$ cat src/rtl/matmul_pkg.sv
// Shared types and sizing helpers for the sequential matrix-multiply controller.
package matmul_pkg;

  typedef enum logic [1:0] {
    StIdle,
    StRun,
    StFlush
  } state_e;

  // Width of one C element: a full product plus headroom for Ndata additions.
  function automatic int unsigned cbits(input int unsigned ndata, input int unsigned nbits);
    return 2 * nbits + $clog2(ndata);
  endfunction

  function automatic int unsigned idx_w(input int unsigned n);
    return (n > 1) ? $clog2(n) : 1;
  endfunction

endpackage

$ cat src/rtl/multiply.sv
// Ndata-lane unsigned multiply array: lane k computes a[k] * b[k] combinationally.
module multiply #(
  parameter int unsigned Ndata = 4,
  parameter int unsigned Nbits = 8
) (
  input  logic [Ndata*Nbits-1:0]   a_i,
  input  logic [Ndata*Nbits-1:0]   b_i,
  output logic [Ndata*2*Nbits-1:0] p_o
);

  localparam int unsigned ProdW = 2 * Nbits;

  always_comb begin
    p_o = '0;
    for (int unsigned k = 0; k < Ndata; k++) begin
      p_o[k*ProdW +: ProdW] = ProdW'(a_i[k*Nbits +: Nbits]) * ProdW'(b_i[k*Nbits +: Nbits]);
    end
  end

endmodule

$ cat src/rtl/matmul_seq_ctrl.sv
// Sequencer computing C = A*B one dot product per cycle on a shared multiply array,
// streaming C row-major over a valid/ready interface.
module matmul_seq_ctrl
  import matmul_pkg::*;
#(
  parameter int unsigned Ndata = 4,
  parameter int unsigned Nbits = 8,
  parameter int unsigned Cbits = cbits(Ndata, Nbits),
  localparam int unsigned IdxW = idx_w(Ndata)
) (
  input  logic                         clk,
  input  logic                         rst,
  input  logic                         start,
  input  logic [Ndata*Ndata*Nbits-1:0] mat_a,
  input  logic [Ndata*Ndata*Nbits-1:0] mat_b,
  output logic                         busy,
  output logic                         done,
  output logic [Cbits-1:0]             c_data,
  output logic [IdxW-1:0]              c_row,
  output logic [IdxW-1:0]              c_col,
  output logic                         c_valid,
  input  logic                         c_ready
);

  localparam int unsigned MatW  = Ndata * Ndata * Nbits;
  localparam int unsigned LaneW = Ndata * Nbits;
  localparam int unsigned ProdW = 2 * Nbits;
  localparam logic [IdxW-1:0] LastIdx = IdxW'(Ndata - 1);

  state_e                   state_q, state_d;
  logic [IdxW-1:0]          i_q, i_d, j_q, j_d;
  logic [MatW-1:0]          a_q, a_d, b_q, b_d;
  logic                     s1_valid_q, s1_valid_d;
  logic [Ndata*ProdW-1:0]   s1_prod_q, s1_prod_d;
  logic [IdxW-1:0]          s1_row_q, s1_row_d, s1_col_q, s1_col_d;
  logic                     c_valid_q, c_valid_d;
  logic [Cbits-1:0]         c_data_q, c_data_d;
  logic [IdxW-1:0]          c_row_q, c_row_d, c_col_q, c_col_d;
  logic                     done_q, done_d;

  logic [LaneW-1:0]         lane_a, lane_b;
  logic [Ndata*ProdW-1:0]   lane_p;
  logic [Cbits-1:0]         dot;
  logic                     adv, issue, last_accept;

  assign adv   = !c_valid_q || c_ready;
  assign issue = (state_q == StRun) && adv;
  assign last_accept = c_valid_q && c_ready && (c_row_q == LastIdx) && (c_col_q == LastIdx);

  // Row i of A lane-by-lane; column j of B gathered across rows.
  always_comb begin
    lane_a = '0;
    lane_b = '0;
    for (int unsigned k = 0; k < Ndata; k++) begin
      lane_a[k*Nbits +: Nbits] = a_q[(32'(i_q) * Ndata + k) * Nbits +: Nbits];
      lane_b[k*Nbits +: Nbits] = b_q[(k * Ndata + 32'(j_q)) * Nbits +: Nbits];
    end
  end

  multiply #(
    .Ndata (Ndata),
    .Nbits (Nbits)
  ) u_multiply (
    .a_i (lane_a),
    .b_i (lane_b),
    .p_o (lane_p)
  );

  always_comb begin
    dot = '0;
    for (int unsigned k = 0; k < Ndata; k++) begin
      dot = dot + Cbits'(s1_prod_q[k*ProdW +: ProdW]);
    end
  end

  always_comb begin
    state_d    = state_q;
    i_d        = i_q;
    j_d        = j_q;
    a_d        = a_q;
    b_d        = b_q;
    s1_valid_d = s1_valid_q;
    s1_prod_d  = s1_prod_q;
    s1_row_d   = s1_row_q;
    s1_col_d   = s1_col_q;
    c_valid_d  = c_valid_q;
    c_data_d   = c_data_q;
    c_row_d    = c_row_q;
    c_col_d    = c_col_q;
    done_d     = 1'b0;

    unique case (state_q)
      StIdle: begin
        if (start) begin
          a_d     = mat_a;
          b_d     = mat_b;
          i_d     = '0;
          j_d     = '0;
          state_d = StRun;
        end
      end
      StRun: begin
        if (adv) begin
          if (j_q == LastIdx) begin
            j_d = '0;
            if (i_q == LastIdx) begin
              i_d     = '0;
              state_d = StFlush;
            end else begin
              i_d = i_q + IdxW'(1);
            end
          end else begin
            j_d = j_q + IdxW'(1);
          end
        end
      end
      StFlush: begin
        if (last_accept) begin
          state_d = StIdle;
          done_d  = 1'b1;
        end
      end
      default: state_d = StIdle;
    endcase

    // Both pipeline stages move together; a stalled output freezes everything upstream.
    if (adv) begin
      s1_valid_d = issue;
      if (issue) begin
        s1_prod_d = lane_p;
        s1_row_d  = i_q;
        s1_col_d  = j_q;
      end
      c_valid_d = s1_valid_q;
      if (s1_valid_q) begin
        c_data_d = dot;
        c_row_d  = s1_row_q;
        c_col_d  = s1_col_q;
      end
    end
  end

  always_ff @(posedge clk or posedge rst) begin
    if (rst) begin
      state_q    <= StIdle;
      i_q        <= '0;
      j_q        <= '0;
      a_q        <= '0;
      b_q        <= '0;
      s1_valid_q <= 1'b0;
      s1_prod_q  <= '0;
      s1_row_q   <= '0;
      s1_col_q   <= '0;
      c_valid_q  <= 1'b0;
      c_data_q   <= '0;
      c_row_q    <= '0;
      c_col_q    <= '0;
      done_q     <= 1'b0;
    end else begin
      state_q    <= state_d;
      i_q        <= i_d;
      j_q        <= j_d;
      a_q        <= a_d;
      b_q        <= b_d;
      s1_valid_q <= s1_valid_d;
      s1_prod_q  <= s1_prod_d;
      s1_row_q   <= s1_row_d;
      s1_col_q   <= s1_col_d;
      c_valid_q  <= c_valid_d;
      c_data_q   <= c_data_d;
      c_row_q    <= c_row_d;
      c_col_q    <= c_col_d;
      done_q     <= done_d;
    end
  end

  assign busy    = (state_q != StIdle);
  assign done    = done_q;
  assign c_data  = c_data_q;
  assign c_row   = c_row_q;
  assign c_col   = c_col_q;
  assign c_valid = c_valid_q;

endmodule
$ cat config.mk
export PLATFORM = sky130hd
export DESIGN_NAME = matmul_seq_ctrl
export DESIGN_NICKNAME = d
export VERILOG_FILES = /design/src/rtl/matmul_pkg.sv /design/src/rtl/multiply.sv /design/src/rtl/matmul_seq_ctrl.sv
export SDC_FILE = /design/constraint.sdc
export NUM_CORES = 2
export LEC_CHECK = 0
export BUFFER_PORTS_ARGS = -buffer_cell sky130_fd_sc_hd__buf_2
export CORE_UTILIZATION = 61
export CTS_BUF_LIST = sky130_fd_sc_hd__clkbuf_2
export CTS_CLUSTER_SIZE = 20
export DETAILED_ROUTE_END_ITERATION = 10
export PLACE_DENSITY_LB_ADDON = 0.25
export SYNTH_ARGS = -nofsm -noshare
export SYNTH_HDL_FRONTEND = slang
export SYNTH_SLANG_ARGS = --single-unit
$ cat constraint.sdc
create_clock -name clk -period 15.5 [get_ports clk]
set_clock_uncertainty 0.15 [all_clocks]
set_input_delay 1.55 -clock clk [delete_from_list [all_inputs] [get_ports clk]]
set_output_delay 1.55 -clock clk [all_outputs]
set_load 0.1 [all_outputs]
==> summary.md <==
| Metric | Value |
|---|---|
| Post-route minimum period | `5.74 ns` |
| Iter 0 DRT Violations | `767` |
| Via count | `16500` |
| Final ANT Viol Nets | `0` |
| Worst R2R Path Depth | `16` |
| Netlist Area Pre-Place | `0.0243 mm2` |
| FP Rows | `72` |
| DIE AREA | `0.0406 mm2` |
| Worst Path Class, Setup | `flip-flop to flip-flop` |
| Final Wtd Congestion | `0.916` |
| Slew @ Worst Pin | `1.04 ns` |
| Post-route worst setup slack | `9.76 ns` |
| TritonCTS clock tree | `built` |
| Slew Limit Fails | `0` |
| Ys Warns | `0` |
| Final Hold Vio Count | `0` |
| Overflow after GRT | `0` |
| Final period utilization | `0.370` |
| TritonRoute pass-1 iters | `7` |
| Filler cells | `2953` |
| Postcts setup bufs | `0` |
| Crit. Startpoint | `i_q[0]` |
| CTS sink cnt | `355` |
| Antenna violations before repair | `5` |
| CP endpoint kind | `flip-flop` |
| Arrival time at the worst endpoint | `6.47 ns` |
| Share of Yosys cell area claimed by the top area cell type | `0.366` |
| Wire per inst | `17.8 um` |
| Crit path max fanout | `22` |
| Worst Hold Class | `flip-flop to flip-flop` |
| Area contributors post-synth | `dfrtp_1 37%, fa_1 15%, mux2_1 11%` |
| Setup violations, final | `0` |
| Global-route wire length before repair | `88200 um` |
| Synth Flop Type | `dfrtp_1` |
| CTS buffer count | `93` |
| Util after Layout | `0.693` |
| Sequential-to-total area share from yosys stat | `0.366` |
| Reg-to-reg startpoint | `i_q[0]` |
| Dpl hpwl | `41200 um` |
| Distinct cells, synth | `59` |
| R2r endpoint | `s1_prod_q[47]` |
| CP Capture Point | `s1_prod_q[47]` |
| Pre-CTS setup slack | `9.72 ns` |
| Post-CTS Resized | `0` |
| GRT Total Usage | `0.274` |
| Die Width | `201 um` |
| Synth cell count leaders | `355 x dfrtp_1, 236 x mux2_1, 215 x inv_1, 210 x nand2_1, 195 x and2_1` |
| Status | `finished clean` |
| IO Count | `285` |
| Synth Instances | `2056` |
| Max cap viols | `0` |
| Post-synth net total | `2655` |
| CP Launch Type | `flip-flop` |
| Register bit total from synthesis | `355` |
| Clk buf depth | `3` |
| Post-synth EDFFs | `0` |
| Vias in the first global route | `17800` |
| Most frequent cell after synthesis | `dfrtp_1` |
| Cts hold-fix bufs | `0` |
| Initial core utilization | `0.623` |
| RSZ-0062 raised after global routing | `false` |
| Post-synth ARST share | `1.00` |
| Skew-Pair Late Insertion Delay | `1.04 ns` |
| Mapped Avg Cell Area | `11.8 um2` |
| Vias per cell | `5.54` |
| Hold slack | `0.330 ns` |
| H-tree levels | `3` |
| Peak Freq | `0.174 GHz` |
| Area leader, netlist | `dfrtp_1` |
| Setup TNS after final layout | `0 ns` |
| Critical Path RT | `16.23 ns` |
| Final nets | `2983` |
| Share of cells above drive strength 1 | `0.221` |
| R2R Setup Slk | `9.76 ns` |
| Reg clk slew, reported paths | `0.09 ns` |
| Slew HR | `0.309` |
| Residual DRC | `0` |
| WL final | `52900 um` |
| Core Region | `0.0389 mm2` |
| Root buf cell | `clkbuf_2` |
| I/O Buffers | `284` |
| Largest net degree at the start of global routing | `163` |
| Chip height | `201 um` |
| Area delta synth->final | `11.1%` |
## how the worst min path moves through the flow
| stage | from | to | slack (ns) | cells after the start |
|---|---|---|---|---|
| finish | s1_col_q[1] | c_col[1] | 0.33 | 2 |
| global route | b_q[121] | b_q[121] | 0.35 | 1 |
| CTS | s1_col_q[1] | c_col[1] | 0.33 | 2 |
| detailed placement | s1_col_q[1] | c_col[1] | 0.31 | 2 |
| global placement | s1_col_q[1] | c_col[1] | 0.30 | 2 |
| floorplan | s1_col_q[0] | c_col[0] | 0.29 | 2 |
## critical path, cell delays in order (launching register included)
cell	delay, ns
dfrtp_2	0.68
buf_4	0.44
mux4_2	0.65
and2_1	0.20
fa_1	0.52
fa_1	0.45
fa_1	0.54
inv_1	0.05
fa_1	0.52
inv_1	0.04
ha_1	0.22
a21o_1	0.20
a221o_1	0.30
or3_1	0.32
o22ai_2	0.11
xnor2_1	0.14
o21ai_1	0.07
## final cells by class
cell class,count,area [um2],share of cell area
Timing Repair Buffer,297,1530,0.0568
Multi-Input combinational cell,1422,14200,0.528
Inverter,215,815,0.0302
Tap cell,518,648,0.0240
Antenna cell,3,7.51,0.000278
Sequential cell,355,8890,0.330
Clock inverter,34,196,0.00729
Clock buffer,130,651,0.0241
## through the flow
step	instance area, um2	cells
after floorplan	24300	2056
after global routing	27000	2973
after detailed placement	26100	2807
after CTS	26900	2971
after global placement	26100	2807
final	27000	2974
## layout by cell type, fill, tap and decap left out, drive strengths merged, types with 2 or more instances in the layout
master / n
nor2b: 8
o41ai: 2
diode: 3
dfrtp: 355
inv: 217
o211ai: 2
a31oi: 5
a21o: 17
nand4: 3
fa: 176
nor2: 39
nand3: 10
clkinv: 29
o31ai: 15
o21bai: 6
o31a: 6
a221o: 3
bufinv: 2
clkbuf: 130
a21oi: 25
xnor2: 26
xor2: 16
ha: 163
nor3: 17
buf: 297
o21ai: 80
mux2: 257
and2: 195
nand2: 210
nand2b: 10
a211oi: 17
and3: 10
o22ai: 3
mux4: 64
o21a: 20
a22o: 2
or3: 2
## routing by layer
layer	track usage	routed length, um	up-vias	share of wire
li1	-	-	7631	-
met1	0.372	23200	8286	0.44
met2	0.429	24700	477	0.47
met3	0.0739	3850	78	0.073
met4	0.0936	1150	6	0.022
met5	0	34	-	0.00064
## sequential cells by signal, indices dropped and copies added, names as in the netlist
signal / count
s1_col_q: 2
c_data: 18
s1_row_q: 2
state_q: 2
c_col: 2
c_valid: 1
i_q: 2
s1_valid_q: 1
c_row: 2
j_q: 2
a_q: 128
s1_prod_q: 64
b_q: 128
done: 1
## cell families (layout without fill, tap and decap cells)
kind of cell / Yosys count / count (layout) / synth area share
AND/OR/NAND/NOR: 510 / 510 / 0.105
flip-flops: 355 / 355 / 0.366
adder cells (fa/ha/maj): 339 / 339 / 0.229
multiplexers: 321 / 321 / 0.179
buffers and inverters: 279 / 676 / 0.0479
AO/OA/AOI/OAI: 210 / 210 / 0.0572
XOR/XNOR: 42 / 42 / 0.0152
other: 0 / 3 / 0
Power is left out: the tool's default activity adds up to more than one toggle a clock period on the data nets, which glitch-free logic cannot reach.
